## config.mk

```make
export PLATFORM = sky130hd
export DESIGN_NAME = emu_scan_dma_ctrl_flat
export DESIGN_NICKNAME = d
export VERILOG_FILES = /design/src/rtl/emu_scan_pkg.sv /design/src/rtl/emu_scan_dma_ctrl_if.sv /design/src/rtl/emu_scan_dma_ctrl.sv /design/src/flat_wrapper.sv
export SDC_FILE = /design/constraint.sdc
export NUM_CORES = 1
export LEC_CHECK = 0
export ABC_AREA = 1
export CORE_AREA = 2 2 134 136
export CTS_BUF_LIST = sky130_fd_sc_hd__clkbuf_4 sky130_fd_sc_hd__clkbuf_8
export DETAILED_ROUTE_END_ITERATION = 7
export DIE_AREA = 0 0 136 138
export PLACE_DENSITY_LB_ADDON = 0.3
export SLEW_MARGIN = 30
export SYNTH_ARGS = -nofsm -noshare
export SYNTH_HDL_FRONTEND = slang
export SYNTH_SLANG_ARGS = --single-unit
```

## constraint.sdc

```tcl
create_clock -name host_clk -period 2.7 [get_ports host_clk]
set_input_delay 0.54 -clock host_clk [delete_from_list [all_inputs] [get_ports host_clk]]
set_output_delay 0.54 -clock host_clk [all_outputs]
set_load 0.01 [all_outputs]
```

## src/rtl/emu_scan_pkg.sv

```systemverilog
// Shared definitions for the emulator scan-chain DMA controller.
//   state_t    : sequencer states (IDLE, REQ, DATA, RESP, DONE)
//   beat_bytes : bytes carried by one memory beat for a given data width
package emu_scan_pkg;

    typedef enum logic [2:0] {
        IDLE,
        REQ,
        DATA,
        RESP,
        DONE
    } state_t;

    localparam int DEFAULT_DATA_WIDTH = 64;

    // BEAT_BYTES = DW/8; a function so each instance derives it from its own DW.
    function automatic int beat_bytes(input int dw);
        return dw / 8;
    endfunction

endpackage

```

## src/rtl/emu_scan_dma_ctrl_if.sv

```systemverilog
// Simplified burst memory port used by the scan DMA controller.
//   request channel : mem_req_valid/ready, mem_req_write, mem_req_addr, mem_req_len (beats-1)
//   write channel   : mem_wvalid/wready, mem_wdata, mem_wlast
//   write response  : mem_bvalid (always accepted)
//   read channel    : mem_rvalid/rready, mem_rdata
// master = controller side, slave = memory side.
interface emu_scan_dma_ctrl_if #(
    parameter int ADDR_WIDTH = 32,
    parameter int DATA_WIDTH = 64
);
    logic                  mem_req_valid;
    logic                  mem_req_ready;
    logic                  mem_req_write;
    logic [ADDR_WIDTH-1:0] mem_req_addr;
    logic [7:0]            mem_req_len;
    logic                  mem_wvalid;
    logic                  mem_wready;
    logic [DATA_WIDTH-1:0] mem_wdata;
    logic                  mem_wlast;
    logic                  mem_bvalid;
    logic                  mem_rvalid;
    logic                  mem_rready;
    logic [DATA_WIDTH-1:0] mem_rdata;

    modport master (
        output mem_req_valid, mem_req_write, mem_req_addr, mem_req_len,
        output mem_wvalid, mem_wdata, mem_wlast, mem_rready,
        input  mem_req_ready, mem_wready, mem_bvalid, mem_rvalid, mem_rdata
    );

    modport slave (
        input  mem_req_valid, mem_req_write, mem_req_addr, mem_req_len,
        input  mem_wvalid, mem_wdata, mem_wlast, mem_rready,
        output mem_req_ready, mem_wready, mem_bvalid, mem_rvalid, mem_rdata
    );
endinterface

```

## src/rtl/emu_scan_dma_ctrl.sv

```systemverilog
// Scan-chain save/restore DMA sequencer.
// Moves CHAIN_WORDS words between the emulator scan chain and host memory as
// bursts of up to MAX_BURST beats, one burst outstanding at a time.
// Ports:
//   host_clk, host_rst        : clock, synchronous active-high reset
//   dma_start/direction/base  : start pulse, 0=save 1=load, start byte address
//   dma_running, dma_done     : busy flag, one-cycle completion pulse
//   scan_en, scan_din         : advance chain / word shifted in (load)
//   scan_dout                 : word at chain output (save)
//   mem                       : burst memory port (master side)
import emu_scan_pkg::*;

module emu_scan_dma_ctrl #(
    parameter int ADDR_WIDTH  = 32,
    parameter int DATA_WIDTH  = DEFAULT_DATA_WIDTH,
    parameter int CHAIN_WORDS = 20,
    parameter int MAX_BURST   = 16
) (
    input  logic                  host_clk,
    input  logic                  host_rst,
    input  logic                  dma_start,
    input  logic                  dma_direction,
    input  logic [ADDR_WIDTH-1:0] dma_base,
    output logic                  dma_running,
    output logic                  dma_done,
    output logic                  scan_en,
    output logic [DATA_WIDTH-1:0] scan_din,
    input  logic [DATA_WIDTH-1:0] scan_dout,
    emu_scan_dma_ctrl_if.master   mem
);

    localparam int BEAT_BYTES = beat_bytes(DATA_WIDTH);
    localparam int RW         = $clog2(CHAIN_WORDS + 1);

    state_t                state_reg, state_next;
    logic                  dir_reg, dir_next;
    logic [ADDR_WIDTH-1:0] addr_reg, addr_next;
    logic [RW-1:0]         remain_reg, remain_next;
    logic [7:0]            beat_reg, beat_next;

    logic [8:0]            burst_words;   // 1..256 beats in the current burst
    logic [7:0]            burst_len;     // beats-1
    logic [RW-1:0]         remain_after;
    logic                  burst_end;

    // remain only changes at burst end, so burst length stays stable through REQ/DATA/RESP.
    always_comb begin
        if (32'(remain_reg) > MAX_BURST) begin
            burst_words = 9'(MAX_BURST);
        end else begin
            burst_words = 9'(remain_reg);
        end
        burst_len    = 8'(burst_words - 9'd1);
        remain_after = remain_reg - RW'(burst_words);
    end

    always_ff @(posedge host_clk) begin
        if (host_rst) begin
            state_reg  <= IDLE;
            dir_reg    <= 1'b0;
            addr_reg   <= '0;
            remain_reg <= '0;
            beat_reg   <= '0;
        end else begin
            state_reg  <= state_next;
            dir_reg    <= dir_next;
            addr_reg   <= addr_next;
            remain_reg <= remain_next;
            beat_reg   <= beat_next;
        end
    end

    always_comb begin
        state_next        = state_reg;
        dir_next          = dir_reg;
        addr_next         = addr_reg;
        remain_next       = remain_reg;
        beat_next         = beat_reg;
        burst_end         = 1'b0;
        dma_running       = 1'b0;
        dma_done          = 1'b0;
        scan_en           = 1'b0;
        scan_din          = '0;
        mem.mem_req_valid = 1'b0;
        mem.mem_req_write = 1'b0;
        mem.mem_req_addr  = '0;
        mem.mem_req_len   = '0;
        mem.mem_wvalid    = 1'b0;
        mem.mem_wdata     = '0;
        mem.mem_wlast     = 1'b0;
        mem.mem_rready    = 1'b0;

        case (state_reg)
            IDLE: begin
                if (dma_start) begin
                    dir_next    = dma_direction;
                    addr_next   = dma_base;
                    remain_next = RW'(CHAIN_WORDS);
                    state_next  = REQ;
                end
            end
            REQ: begin
                mem.mem_req_valid = 1'b1;
                mem.mem_req_write = ~dir_reg;
                mem.mem_req_addr  = addr_reg;
                mem.mem_req_len   = burst_len;
                if (mem.mem_req_ready) begin
                    beat_next  = '0;
                    state_next = DATA;
                end
            end
            DATA: begin
                if (!dir_reg) begin
                    // Save: the chain word goes straight onto the write bus and the
                    // chain advances only when the beat is accepted.
                    mem.mem_wvalid = 1'b1;
                    mem.mem_wdata  = scan_dout;
                    mem.mem_wlast  = (beat_reg == burst_len);
                    scan_en        = mem.mem_wready;
                    if (mem.mem_wready) begin
                        if (beat_reg == burst_len) begin
                            state_next = RESP;
                        end else begin
                            beat_next = beat_reg + 8'd1;
                        end
                    end
                end else begin
                    // Load: beat counter decides the burst end; no rlast needed.
                    mem.mem_rready = 1'b1;
                    scan_en        = mem.mem_rvalid;
                    scan_din       = mem.mem_rdata;
                    if (mem.mem_rvalid) begin
                        if (beat_reg == burst_len) begin
                            burst_end = 1'b1;
                        end else begin
                            beat_next = beat_reg + 8'd1;
                        end
                    end
                end
            end
            RESP: begin
                if (mem.mem_bvalid) begin
                    burst_end = 1'b1;
                end
            end
            DONE: begin
                dma_done   = 1'b1;
                state_next = IDLE;
            end
            default: state_next = IDLE;
        endcase

        if (burst_end) begin
            remain_next = remain_after;
            addr_next   = addr_reg + ADDR_WIDTH'(burst_words) * ADDR_WIDTH'(BEAT_BYTES);
            state_next  = (remain_after == '0) ? DONE : REQ;
        end

        dma_running = (state_reg != IDLE);

        // Outputs drop in the very cycle reset is asserted, not one cycle later.
        if (host_rst) begin
            dma_running       = 1'b0;
            dma_done          = 1'b0;
            scan_en           = 1'b0;
            scan_din          = '0;
            mem.mem_req_valid = 1'b0;
            mem.mem_req_write = 1'b0;
            mem.mem_req_addr  = '0;
            mem.mem_req_len   = '0;
            mem.mem_wvalid    = 1'b0;
            mem.mem_wdata     = '0;
            mem.mem_wlast     = 1'b0;
            mem.mem_rready    = 1'b0;
        end
    end

endmodule

```

## src/flat_wrapper.sv

```systemverilog
// flat-port wrapper written by rule: the top's interface ports become plain ports
module emu_scan_dma_ctrl_flat 
#(
    parameter int ADDR_WIDTH  = 32,
    parameter int DATA_WIDTH  = DEFAULT_DATA_WIDTH,
    parameter int CHAIN_WORDS = 20,
    parameter int MAX_BURST   = 16
)
  (host_clk, host_rst, dma_start, dma_direction, dma_base, dma_running, dma_done, scan_en, scan_din, scan_dout, mem_mem_req_valid, mem_mem_req_write, mem_mem_req_addr, mem_mem_req_len, mem_mem_wvalid, mem_mem_wdata, mem_mem_wlast, mem_mem_rready, mem_mem_req_ready, mem_mem_wready, mem_mem_bvalid, mem_mem_rvalid, mem_mem_rdata);
  emu_scan_dma_ctrl_if #(.ADDR_WIDTH(ADDR_WIDTH), .DATA_WIDTH(DATA_WIDTH)) mem_i ();
  input  logic host_clk;
  input  logic host_rst;
  input  logic dma_start;
  input  logic dma_direction;
  input  logic [ADDR_WIDTH-1:0] dma_base;
  output logic dma_running;
  output logic dma_done;
  output logic scan_en;
  output logic [DATA_WIDTH-1:0] scan_din;
  input  logic [DATA_WIDTH-1:0] scan_dout;
  output wire logic [$bits(mem_i.mem_req_valid)-1:0] mem_mem_req_valid;
  output wire logic [$bits(mem_i.mem_req_write)-1:0] mem_mem_req_write;
  output wire logic [$bits(mem_i.mem_req_addr)-1:0] mem_mem_req_addr;
  output wire logic [$bits(mem_i.mem_req_len)-1:0] mem_mem_req_len;
  output wire logic [$bits(mem_i.mem_wvalid)-1:0] mem_mem_wvalid;
  output wire logic [$bits(mem_i.mem_wdata)-1:0] mem_mem_wdata;
  output wire logic [$bits(mem_i.mem_wlast)-1:0] mem_mem_wlast;
  output wire logic [$bits(mem_i.mem_rready)-1:0] mem_mem_rready;
  input wire logic [$bits(mem_i.mem_req_ready)-1:0] mem_mem_req_ready;
  input wire logic [$bits(mem_i.mem_wready)-1:0] mem_mem_wready;
  input wire logic [$bits(mem_i.mem_bvalid)-1:0] mem_mem_bvalid;
  input wire logic [$bits(mem_i.mem_rvalid)-1:0] mem_mem_rvalid;
  input wire logic [$bits(mem_i.mem_rdata)-1:0] mem_mem_rdata;
  assign mem_mem_req_valid = mem_i.mem_req_valid;
  assign mem_mem_req_write = mem_i.mem_req_write;
  assign mem_mem_req_addr = mem_i.mem_req_addr;
  assign mem_mem_req_len = mem_i.mem_req_len;
  assign mem_mem_wvalid = mem_i.mem_wvalid;
  assign mem_mem_wdata = mem_i.mem_wdata;
  assign mem_mem_wlast = mem_i.mem_wlast;
  assign mem_mem_rready = mem_i.mem_rready;
  assign mem_i.mem_req_ready = mem_mem_req_ready;
  assign mem_i.mem_wready = mem_mem_wready;
  assign mem_i.mem_bvalid = mem_mem_bvalid;
  assign mem_i.mem_rvalid = mem_mem_rvalid;
  assign mem_i.mem_rdata = mem_mem_rdata;
  emu_scan_dma_ctrl #(.ADDR_WIDTH(ADDR_WIDTH), .DATA_WIDTH(DATA_WIDTH), .CHAIN_WORDS(CHAIN_WORDS), .MAX_BURST(MAX_BURST)) u_core (.host_clk(host_clk), .host_rst(host_rst), .dma_start(dma_start), .dma_direction(dma_direction), .dma_base(dma_base), .dma_running(dma_running), .dma_done(dma_done), .scan_en(scan_en), .scan_din(scan_din), .scan_dout(scan_dout), .mem(mem_i));
endmodule
```

### After elaboration in Yosys (flattened, before gate mapping)

Index checks and enable logic that the tools add are counted.

* bits in registers: 49
* bits of input ports: 168
* output and inout bits: 176
* logic and storage cells: 90

* add/sub/neg operators: 4
* order comparisons: 1
* eq/ne operators: 14
* multiplexer cells: 55
* bitwise gates (word level): 1
* reduce and logical (&&, ||, !) cells: 10

Operators by type and width (number)
* 64-bit two-way mux: 6
* 32-bit two-way mux: 5
* 8-bit two-way mux: 7
* 32-bit by 8-bit adder with 32-bit output: 1
* 1-bit two-way mux: 23
* 3-bit two-way mux: 7
* 5-bit two-way mux: 4
* 8-bit case mux with 2 select lines: 1
* 3-bit by 2-bit inequality test with 1-bit output, second input constant: 4
* 3-bit case mux with 4 select lines: 1
* 8-bit by 1-bit adder with 8-bit output, second input constant: 1
* 8-bit == test: 1
* 3-bit by 2-bit == test with 1-bit output, second input constant: 2
* 3-bit inequality test, second input constant: 2
* 6-bit AND reduction: 1
* 2-bit nonzero test: 3
* 5-bit by 1-bit subtractor with 6-bit output, second input constant: 1
* 5-bit greater-than comparator, second input constant: 1
* 5-bit logical NOT: 1
* 5-bit subtractor: 1
* 2-bit AND reduction: 2
* 4-bit AND reduction: 1
* 3-bit by 1-bit == test with 1-bit output, second input constant: 1
* 3-bit == test, second input constant: 1
* 7 further kinds: 7

### Logic depth before layout (Yosys ltp)

Gate-level depths: netlist (run 1).

* depth in word-level cells: 10
* gate-level depth with buffers: 20
* mapped depth without buffers: 19

### Least setup slack after synthesis (run 1)

OpenSTA, ideal clock, no wires.

* kind: register to register
* from: register u_core.remain_reg[0]
* to: register u_core.addr_reg[27]
* library setup time: 132 ps
* arrival: 2261 ps
* required time: 2568 ps
* slack: 306 ps
* stages on the path, launching flop included: 15
* buffers on the path: 0
* clock period less this slack: 2394 ps
* path through: dfxtp_1 > nor2_4 > a21oi_1 > nor2_1 > inv_1 > fa_1 > inv_1 > nand3_1 > nand2_1 > a21oi_1 > nor3_1 > nand2_1 > xor2_1 > o21ai_1 > a21oi_1

* word-level cells in the longest chain between the ends: 10
* elaborated cells on any way between the ends: 13

Ends and longest elaborated chain
* start, declared: line emu_scan_dma_ctrl.sv:38 `logic [RW-1:0] remain_reg, remain_next;`
* start signal, assigned: line emu_scan_dma_ctrl.sv:68 `remain_reg <= remain_next;`
* 5-bit greater-than comparator: line emu_scan_dma_ctrl.sv:48 `if (32'(remain_reg) > MAX_BURST) begin`
* 5-bit two-way mux *: line emu_scan_dma_ctrl.sv:48
* 5-bit by 1-bit subtractor with 6-bit output: line emu_scan_dma_ctrl.sv:53 `burst_len = 8'(burst_words - 9'd1);`
* 8-bit == test: line emu_scan_dma_ctrl.sv:133 `if (beat_reg == burst_len) begin`
* 1-bit two-way mux: line emu_scan_dma_ctrl.sv:133
* 1-bit two-way mux: line emu_scan_dma_ctrl.sv:132 `if (mem.mem_rvalid) begin`
* 1-bit two-way mux: line emu_scan_dma_ctrl.sv:113 `if (!dir_reg) begin`
* 1-bit case mux with 2 select lines: line emu_scan_dma_ctrl.sv:93 `case (state_reg)`
* 2-bit nonzero test (no source line)
* 2-bit AND reduction (no source line)
* end signal, assigned: line emu_scan_dma_ctrl.sv:67 `addr_reg <= addr_next;`
* end, declared: line emu_scan_dma_ctrl.sv:37 `logic [ADDR_WIDTH-1:0] addr_reg, addr_next;`

Every way passes the cells marked *; elsewhere a longest branch is shown, timed or not.
A chain may end at the register's enable or synchronous reset.

### Worst setup path in the final report (run 1)

* from: register u_core.remain_reg[1]
* to: output port mem_mem_wlast

* word-level cells in the longest chain between the ends: 7

Ends and longest elaborated chain
* 5-bit greater-than comparator: line emu_scan_dma_ctrl.sv:48
* 5-bit two-way mux *: line emu_scan_dma_ctrl.sv:48
* 5-bit by 1-bit subtractor with 6-bit output *: line emu_scan_dma_ctrl.sv:53
* 8-bit == test *: line emu_scan_dma_ctrl.sv:118 `mem.mem_wlast = (beat_reg == burst_len);`
* 1-bit two-way mux *: line emu_scan_dma_ctrl.sv:113
* 1-bit two-way mux *: line emu_scan_dma_ctrl.sv:93
* 1-bit two-way mux *: line emu_scan_dma_ctrl.sv:162 `if (host_rst) begin`
* end, declared: line flat_wrapper.sv:27 `output wire logic [$bits(mem_i.mem_wlast)-1:0] mem_mem_wlast;`

Marks and branches as above.

==> impl_metrics.tcl, run 1 <==
set metrics [dict create \
    outcome "complete, no violations" \
    wl_per_cell_um 17.3 \
    drtIter0Drc 499 \
    yosysWarnings 0 \
    ioPinCount 344 \
    fp.dieH_um 138 \
    fin_crit_ns 2.67 \
    finalSetupViolations 0 \
    drive_above_1_share_pct 9.56 \
    synth_top_area_cell "dfxtp_1" \
    crit_path_start_kind "register" \
    r2r_end "u_core.addr_reg[13]$_SDFFE_PP0P_" \
    powerDensity_nw_per_um2 403 \
    grt_pass1_wl_um 37300 \
    ir_worst_vdd_v 0.000228 \
    min_to "u_core.addr_reg[31]$_SDFFE_PP0P_" \
    insertion_delay_ns 0.31 \
    ys_types 43 \
    rsz0062_at_grt "true" \
    cts_buffer_depth 2 \
    port_buffers 343 \
    crit_path_end_kind "output port" \
    synth_top_area_share_pct 20.2 \
    synth_area_um2 4850 \
    dieArea_um2 18800 \
    routed_wl_um 26000 \
    grt_pass1_vias 6343 \
    viasPerCell 4.52 \
    syn_to_final_growth_pct 85.9 \
    cpMaxStageDelayCell "dfxtp_4" \
    htreeDepth 2 \
    synth-edff-count 0 \
    yosysSeqAreaShare_pct 20.2 \
    hold_path.class "reg2reg" \
    slew_viol_final 0 \
    initial_core_util_pct 27.7 \
    cts-root-buf "clkbuf_8" \
    grt_use_total_pct 26.3 \
    cts_buffers 5 \
    maxCapViolCount 0 \
    gp_congestion 0.970 \
    hold_path_depth 2 \
    min_period_over_period_pct 98.9 \
    avgSynthCellArea_um2 5.41 \
    synth_nets 1075 \
    cp_slowest_stage_delay_ns 0.38 \
    fp.coreArea_um2 17500 \
    final_common_cell "clkdlybuf4s50_1" \
    row_count 49 \
    synthArstFlopShare_pct 0 \
    critPathKind "reg2out" \
    final.setup.tns_ns 0 \
    cts_tree "built" \
    drt_pass1_iterations 5 \
    grt_overflow 0 \
    wl_met3_um 3430 \
    layout_common_cells "clkdlybuf4s50_1, inv_1, nand2_1, nor2_1, dlygate4sd2_1" \
    routed-wl-met2_um 11100 \
    ys.flop_type "dfxtp_1" \
    critPathRequiredTime_ns 2.16 \
    dr_total_vias 6801 \
    min_from "u_core.addr_reg[31]$_SDFFE_PP0P_" \
    rrSetupSlack_ns 0.16 \
    finClkSkew_ns 0.00866 \
    grt_max_degree 46 \
    worstPathArrival_ns 2.13 \
    fp.dieW_um 136 \
    fmax_mhz 374 \
    ys_ff_latch 49 \
    hold_slack_ns 0.474 \
    worstPathCellList "nor2_4, a21oi_1, nor2_1, inv_2, ha_4, xnor2_1, nor2_2, nand3_2, nor2_4, nand3_2, nor2_1, buf_2" \
    antenna_found_initial 21 \
    cts_sinks 49 \
    reg2regPathDepth 16 \
    synth_area_leaders "dfxtp_1, nor2_1, inv_1, nand2_1, xor2_1" \
    dp_hpwl_um 21400 \
    hold_buffers 0 \
    wl_met1_um 11100 \
    drc_errors 0 \
    nets 1442 \
    cp_max_fo 5 \
    p_leak_uw 0.00512 \
    hold_viol 0 \
    largest_register_ffs 32 \
    synth_cells 898 \
    ant_nets 0 \
    crit-reg2reg-launch "u_core.remain_reg[1]$_SDFFE_PP0P_" \
    clkSlewWorstSetupHoldPaths_ns 0.10 \
    top_layer "met5" \
]
-- critical path: cells and delay by family, from the launching register on --
| family | cells | cell delay [ns] |
|---|---|---|
| and+or+nand+nor | 7 | 0.77 |
| DFF | 1 | 0.38 |
| adders and majority gates | 1 | 0.24 |
| buffers and inverters | 2 | 0.22 |
| xor gates and xnor gates | 1 | 0.12 |
| AOI/OAI and AO/OA | 1 | 0.09 |
-- worst max-delay path by stage --
stage,start,to,slack (ns),cells past startpoint
detailed placement,u_core.remain_reg[2]$_SDFFE_PP0P_,mem_mem_wlast,-0.11,12
global route,u_core.remain_reg[1]$_SDFFE_PP0P_,mem_mem_wlast,-0.07,12
floorplan,u_core.remain_reg[0]$_SDFFE_PP0P_,u_core.addr_reg[27]$_SDFFE_PP0P_,0.31,14
finish,u_core.remain_reg[1]$_SDFFE_PP0P_,mem_mem_wlast,0.03,12
CTS,u_core.remain_reg[1]$_SDFFE_PP0P_,mem_mem_wlast,-0.14,12
global placement,u_core.remain_reg[2]$_SDFFE_PP0P_,mem_mem_wlast,-0.08,12
-- per-stage QoR --
stage                     utilization (%)  area [um2]  total power (uW)  setup slack [ns]  instances
after global placement               50.0        8760              3090           -0.0772       1478
final                                51.5        9020              3630            0.0296       1505
after detailed placement             50.0        8760              3100            -0.113       1478
after global routing                 51.3        9000              3900           -0.0666       1497
after floorplan                         -        4850              2160             0.306        898
after CTS                            50.4        8840              3590            -0.137       1493
-- cells by family after synthesis --
group	count (synthesis)	share of synthesized area (%)
flops	49	20.2
buf+inv	243	20.5
fa+ha+maj	9	2.47
compound gates	87	9.64
other cells	1	0.0772
xor+xnor	29	5.23
simple gates	480	41.9
-- area by class of cell --
cell class,count,area [um2]
well taps,229,287
fillers,1834,8510
flip-flops and latches,49,991
inverters,205,792
clock buffers,6,82.6
clock inverters,2,13.8
repair buffers,397,3840
multi-input cells,607,2990
diodes,10,25.0
-- layer usage --
layer | vias to the layer above | track usage, %
met5 | - | 0
met3 | 35 | 13.8
met4 | 20 | 3.89
met2 | 324 | 40.5
met1 | 2995 | 33.2
li1 | 3427 | -
-- repair_timing --
item                                    CTS  global route
resized for setup                       135            57
pin swaps                                 4             6
setup buffers                             5             2
endpoints found under the setup margin  162           142
cloned                                    2             0
-- Yosys cell counts (2+ instances only) --
cell type and number:
buf_2 12, nor2_1 198, nor4_1 7, nand3_1 28, clkbuf_1 13, xnor2_1 3
xor2_1 26, nand3_2 2, buf_6 5, o21ai_1 21, nor3_1 19, buf_1 3
buf_4 5, inv_1 197, nor2_2 2, nand2_1 192, nand3b_1 3, a31oi_1 10
nand2_2 6, o21ai_0 8, dfxtp_1 49, ha_1 8, inv_2 6, a21oi_1 42
nand4_1 12, nor2_4 4
-- report_power, final --
group	internal, uW	leakage, uW	switching, uW	total (uW)
clock	209	0.0000512	280	489
combinational	916	0.00466	1190	2110
sequential	861	0.000403	173	1030
total	1990	0.00512	1650	3630
Note: power is estimated with default switching activity, not from simulation.
==> run 2, diff against run 1 <==
--- a/config.mk
+++ b/config.mk
@@ -5,11 +5,11 @@
 export SDC_FILE = /design/constraint.sdc
 export NUM_CORES = 1
 export LEC_CHECK = 0
-export ABC_AREA = 1
-export CORE_AREA = 2 2 134 136
+export ABC_AREA = 0
+export CORE_AREA = 2 2 135 137
 export CTS_BUF_LIST = sky130_fd_sc_hd__clkbuf_4 sky130_fd_sc_hd__clkbuf_8
 export DETAILED_ROUTE_END_ITERATION = 7
-export DIE_AREA = 0 0 136 138
+export DIE_AREA = 0 0 137 139
 export PLACE_DENSITY_LB_ADDON = 0.3
 export SLEW_MARGIN = 30
 export SYNTH_ARGS = -nofsm -noshare
==> impl_metrics.tcl, run 2 <==
set metrics [dict create \
    synth_area_um2 4120 \
    antenna_found_initial 17 \
    row_count 49 \
    hold_path_depth 2 \
    fp.dieH_um 139 \
    synth_top_family_by_area "simple AND/OR/NAND/NOR gates" \
    clkSlewWorstSetupHoldPaths_ns 0.10 \
    port_buffers 343 \
    drc_errors 0 \
    min_from "u_core.addr_reg[1]$_SDFFE_PP0P_" \
    dieArea_um2 19000 \
    drtIter0Drc 335 \
    min_to "u_core.addr_reg[1]$_SDFFE_PP0P_" \
    syn_to_final_growth_pct 122 \
    regArea_um2 990 \
    dp_hpwl_um 19400 \
    ys_ff_latch 49 \
    dr_total_vias 5981 \
    synth_compound_area_share_pct 17.4 \
    wl_per_cell_um 20.7 \
    gp_congestion 0.914 \
    crit_path_end_kind "register" \
    drive_above_1_share_pct 16.3 \
    min_period_over_period_pct 114 \
    routed_wl_um 25300 \
    cts_tree "built" \
    critPathRequiredTime_ns 2.91 \
    avgSynthCellArea_um2 7.00 \
    p_leak_uw 0.00538 \
    yosysSeqAreaShare_pct 23.8 \
    layout_common_cells "clkdlybuf4s50_1, and2_1, dlymetal6s2s_1, nand2_1, buf_4" \
    ys.flop_type "dfxtp_1" \
    rsz0062_at_grt "true" \
    worstPathArrival_ns 3.29 \
    cp_max_fo 4 \
    cts_buffers 5 \
    finalSetupViolations 32 \
    cp_slowest_stage_delay_ns 0.51 \
    hold_buffers 0 \
    instances_no_fill 1218 \
    drt_pass1_iterations 4 \
    cts-root-buf "clkbuf_8" \
    synth_top_area_share_pct 23.8 \
    synth_cells 589 \
    final_common_cell "clkdlybuf4s50_1" \
    insertion_delay_ns 0.32 \
    ir_worst_vdd_v 0.000246 \
    fin_crit_ns 3.08 \
    synth-xor-area-share_pct 1.82 \
    finClkSkew_ns 0.0110 \
    tightest_slew_ns 0.699 \
    synth_nets 766 \
    relSlewSlack_pct 53.0 \
    rrSetupSlack_ns -0.38 \
    crit_path_start_kind "register" \
    synthMuxAreaShare_pct 0.971 \
    critPathMostFrequentCell "or4_4" \
    hold_path.class "reg2reg" \
    ant_nets 0 \
    slew_viol_final 0 \
    postPlaceCellArea_um2 8270 \
    grt_pass1_vias 5678 \
    maxCapViolCount 0 \
    htreeDepth 2 \
    dp_cells 1179 \
    synth_area_leaders "dfxtp_1, and2_1, nand2_1, and3_1, nor2_1" \
    crit-reg2reg-launch "u_core.remain_reg[1]$_SDFFE_PP0P_" \
    synthArstFlopShare_pct 0 \
    final_area_um2 9140 \
    finalWorstSetupSlack_ns -0.376 \
    grt_use_total_pct 24.3 \
    viasPerCell 4.91 \
    synth.most_common_cell "and2_1" \
    violations "negative setup slack" \
    powerDensity_nw_per_um2 297 \
    cts_sinks 49 \
    hold_viol 0 \
    critPathKind "reg2reg" \
    synthTopCellsByCount "and2_1, nand2_1, dfxtp_1" \
    grt_max_degree 66 \
    worstPathCellList "or4_4, or4b_4, a2111oi_4, buf_4, and4_4, nor2_4, or4_4, a32o_1" \
    initial_core_util_pct 23.4 \
    cts_buffer_depth 2 \
    nets 1151 \
    synth-edff-count 0 \
    n_fill_cell 1734 \
    fp.coreArea_um2 17700 \
    grt_overflow 0 \
    fmax_mhz 325 \
    r2r_end "u_core.addr_reg[16]$_SDFFE_PP0P_" \
    fp.dieW_um 137 \
    ys_types 56 \
    ioPinCount 344 \
    yosysWarnings 0 \
    reg2regPathDepth 8 \
    multi_input_area_um2 3240 \
    outcome "finished, violations left" \
    synthSimpleGateAreaFrac_pct 47.6 \
    largest_register_ffs 32 \
    grt_pass1_wl_um 34600 \
    yosys.area_share.adder_pct 2.91 \
    synth_top_area_cell "dfxtp_1" \
    cpMaxStageDelayCell "or4_4" \
]
[run 2: per-layer routing]
layer	routed length, um	track usage (%)	vias up	share of wire [%]
met3	1430	4.35	45	5.6
met5	7	0	-	0.028
met1	9580	27.9	2835	38
met2	13200	41.2	262	52
li1	-	-	2837	-
met4	1040	15.0	2	4.1
[run 2: logic make-up after synthesis]
| group | Yosys count |
|---|---|
| and+or+nand+nor | 356 |
| other | 1 |
| AOI/OAI and AO/OA | 106 |
| adders and majority gates | 9 |
| muxes | 4 |
| xor gates and xnor gates | 7 |
| DFF | 49 |
| buffers and inverters | 57 |
[run 2: cell type report]
class / instances / area share (%)
clock buffer: 7 / 0.917
inverter: 13 / 0.534
tap: 229 / 3.14
sequential: 49 / 10.8
multi-input combinational: 484 / 35.5
antenna: 14 / 0.383
clock inverter: 1 / 0.0822
timing repair buffer: 421 / 48.7
[run 2: worst max path at each step]
stage	to	startpoint	slack (ns)
floorplan	u_core.addr_reg[16]$_SDFFE_PP0P_	u_core.remain_reg[1]$_SDFFE_PP0P_	-0.21
CTS	mem_mem_wlast	u_core.remain_reg[1]$_SDFFE_PP0P_	-0.37
global placement	mem_mem_wlast	u_core.remain_reg[1]$_SDFFE_PP0P_	-0.48
finish	u_core.addr_reg[16]$_SDFFE_PP0P_	u_core.remain_reg[1]$_SDFFE_PP0P_	-0.38
detailed placement	mem_mem_wlast	u_core.remain_reg[1]$_SDFFE_PP0P_	-0.49
global route	mem_mem_wlast	u_core.remain_reg[1]$_SDFFE_PP0P_	-0.45
[run 2: worst max-delay path, delay by kind of cell (launching register included)]
family,cells,cell delay (ns)
and+or+nand+nor,5,1.83
DFF,1,0.35
buffers and inverters,1,0.19
AOI/OAI and AO/OA,2,0.59
[run 2: what timing repair did]
action	4_1_cts	5_1_grt
cloned	3	5
pin swaps	21	26
endpoints found under the setup margin	81	161
resized for setup	60	157
setup buffers	4	7
[run 2: per-stage QoR]
| stage | setup slack (ns) | TNS (ns) | hold slack [ns] | utilization (%) | power, uW |
|---|---|---|---|---|---|
| CTS | -0.374 | -6.69 | 0.460 | 48.2 | 2640 |
| finish | -0.376 | -6.00 | 0.460 | 51.8 | 2710 |
| global route | -0.452 | -9.26 | 0.504 | 51.7 | 2860 |
| detailed placement | -0.490 | -5.63 | 0.446 | 46.8 | 2110 |
| global placement | -0.476 | -4.56 | 0.440 | 46.8 | 2090 |
| floorplan | -0.208 | -0.625 | 0.432 | - | 1400 |
[run 2: where the power goes]
part / leakage (uW) / total (uW) / internal (uW) / switching [uW]
combinational: 0.00493 / 1340 / 716 / 621
clock: 0.0000454 / 488 / 205 / 284
sequential: 0.000403 / 888 / 797 / 90.8
total: 0.00538 / 2710 / 1720 / 995
==> run 3, diff against run 2 <==
--- a/config.mk
+++ b/config.mk
@@ -5,13 +5,14 @@
 export SDC_FILE = /design/constraint.sdc
 export NUM_CORES = 1
 export LEC_CHECK = 0
-export ABC_AREA = 0
-export CORE_AREA = 2 2 135 137
+export ABC_AREA = 1
+export CORE_AREA = 2 2 134 136
 export CTS_BUF_LIST = sky130_fd_sc_hd__clkbuf_4 sky130_fd_sc_hd__clkbuf_8
 export DETAILED_ROUTE_END_ITERATION = 7
-export DIE_AREA = 0 0 137 139
+export DIE_AREA = 0 0 136 138
 export PLACE_DENSITY_LB_ADDON = 0.3
-export SLEW_MARGIN = 30
+export SKIP_CTS_REPAIR_TIMING = 1
+export SLEW_MARGIN = 10
 export SYNTH_ARGS = -nofsm -noshare
 export SYNTH_HDL_FRONTEND = slang
 export SYNTH_SLANG_ARGS = --single-unit
==> impl_metrics.tcl, run 3 (synthesized netlist as in run 1, its figures left out) <==
set metrics [dict create \
    rsz0062_at_grt "true" \
    comb_power_share_pct 58.6 \
    pwr-share-clk_pct 13.3 \
    critPathBufInv 2 \
    drtIter0Drc 453 \
    insertion_delay_ns 0.31 \
    cp_slowest_stage_delay_ns 0.37 \
    fmax_mhz 375 \
    critPathRequiredTime_ns 2.16 \
    fin_crit_ns 2.67 \
    htreeDepth 2 \
    finalSetupViolations 0 \
    cpMaxStageDelayCell "dfxtp_4" \
    drc_errors 0 \
    grt_use_total_pct 25.7 \
    routed_wl_um 26300 \
    sw_frac_of_total_pct 44.8 \
    min_period_over_period_pct 98.7 \
    largest_register_ffs 32 \
    gp_congestion 0.970 \
    finish.utilization_pct 53.9 \
    netSwitchingPower_uw 1650 \
    p_leak_uw 0.00673 \
    syn_to_final_growth_pct 94.6 \
    crit_path_end_kind "output port" \
    grt_pass1_wl_um 36600 \
    port_buffers 343 \
    antenna_found_initial 21 \
    drt_pass1_iterations 8 \
    maxCapViolCount 0 \
    final_common_cell "clkdlybuf4s50_1" \
    worstPathCellList "nor2_4, a21oi_1, nor2_1, inv_2, ha_4, xnor2_1, nor2_2, nand3_2, nor2_4, nand3_2, nor2_1, buf_2" \
    row_count 49 \
    dr_total_vias 6820 \
    nets 1442 \
    fp.coreArea_um2 17500 \
    grt_pass1_vias 6266 \
    cts_tree "built" \
    drive_above_1_share_pct 9.56 \
    dieArea_um2 18800 \
    ant_nets 0 \
    critPathKind "reg2out" \
    ioPinCount 344 \
    cts_buffer_depth 2 \
    layout_common_cells "clkdlybuf4s50_1, inv_1, nand2_1, nor2_1, dlymetal6s2s_1" \
    viasPerCell 4.53 \
    clkSlewWorstSetupHoldPaths_ns 0.10 \
    ir_worst_vdd_v 0.000235 \
    grt_max_degree 66 \
    hold_path.class "reg2reg" \
    final.setup.tns_ns 0 \
    initial_core_util_pct 27.7 \
    outcome "complete, no violations" \
    worstPathArrival_ns 2.13 \
    cts_sinks 49 \
    cp_max_fo 3 \
    cts_buffers 5 \
    crit_path_start_kind "register" \
    cp_top_family "simple AND/OR/NAND/NOR gates" \
    cts-root-buf "clkbuf_8" \
    hold_viol 0 \
    dp_hpwl_um 21400 \
    finClkSkew_ns 0.00885 \
    p_int_uw 2020 \
    grt_overflow 0 \
    wl_per_cell_um 17.4 \
    fp.dieW_um 136 \
    p_seq_share_pct 28.1 \
    fp.dieH_um 138 \
    slew_viol_final 0 \
    powerDensity_nw_per_um2 389 \
]
## run 3: changes by cell type in the layout (fill, tap and decap cells not counted), sizes merged, moves of 25 or more
cell	delta
and2	-132
and3	-41
xor2	+25
dlymetal6s2s	+37
nand2	+130
inv	+192
nor2	+161
## run 3: worst reg2reg max path, cell delays in order, from the launching register on
cell and delay (ns):
dfxtp_4 0.37, nor2_4 0.09, a21oi_1 0.09, nor2_1 0.17, inv_2 0.08, ha_4 0.25
xnor2_1 0.13, nor2_2 0.13, nand3_2 0.10, nor2_4 0.10, buf_4 0.12, nand4_4 0.08
nand2_4 0.10, buf_6 0.12, buf_12 0.11, buf_4 0.15, nand3_1 0.07, nand2_1 0.10
nand2_1 0.06, a21oi_1 0.10
## run 3: worst paths after layout
path	slack [ns]	to	from	depth (start not counted)
max	0.03	mem_mem_wlast	u_core.remain_reg[1]$_SDFFE_PP0P_	12
min	0.47	u_core.addr_reg[31]$_SDFFE_PP0P_	u_core.addr_reg[31]$_SDFFE_PP0P_	2
max reg2reg	0.12	u_core.addr_reg[22]$_SDFFE_PP0P_	u_core.remain_reg[1]$_SDFFE_PP0P_	19
min reg2reg	0.47	u_core.addr_reg[31]$_SDFFE_PP0P_	u_core.addr_reg[31]$_SDFFE_PP0P_	2
## run 3: area by class of cell
class / count / area, um2
Inverter: 205 / 797
Sequential cell: 49 / 990
Antenna cell: 10 / 25.0
Clock buffer: 6 / 82.6
Fill cell: 1748 / 8090
Clock inverter: 2 / 13.8
Tap cell: 229 / 287
Multi-Input combinational cell: 607 / 2990
Timing Repair Buffer: 397 / 4260
## run 3: metrics by stage
step / total power, uW / instances / hold WS [ns] / cell area (um2) / setup slack [ns]
4_1_cts: 3600 / 1486 / 0.478 / 8860 / -0.501
3_5_place_dp: 3100 / 1478 / 0.463 / 8760 / -0.113
2_1_floorplan: 2160 / 898 / 0.445 / 4850 / 0.306
5_1_grt: 3940 / 1497 / 0.503 / 9430 / -0.111
6_report: 3670 / 1505 / 0.472 / 9450 / 0.0349
3_3_place_gp: 3090 / 1478 / 0.453 / 8760 / -0.0772
## run 3: routing by layer
layer / global-route usage (%) / part of all wire, % / up-vias
li1: - / - / 3425
met1: 32.5 / 42 / 2990
met2: 39.2 / 43 / 343
met3: 13.9 / 14 / 42
met4: 4.11 / 1.2 / 20
met5: 0 / 0.50 / -
## run 3: power groups by stage
stage	clock (uW)	combinational (uW)	sequential (uW)
global placement	0	2050	1030
detailed placement	0	2070	1040
CTS	505	2080	1020
global route	528	2360	1050
finish	487	2150	1030
floorplan	0	1170	989
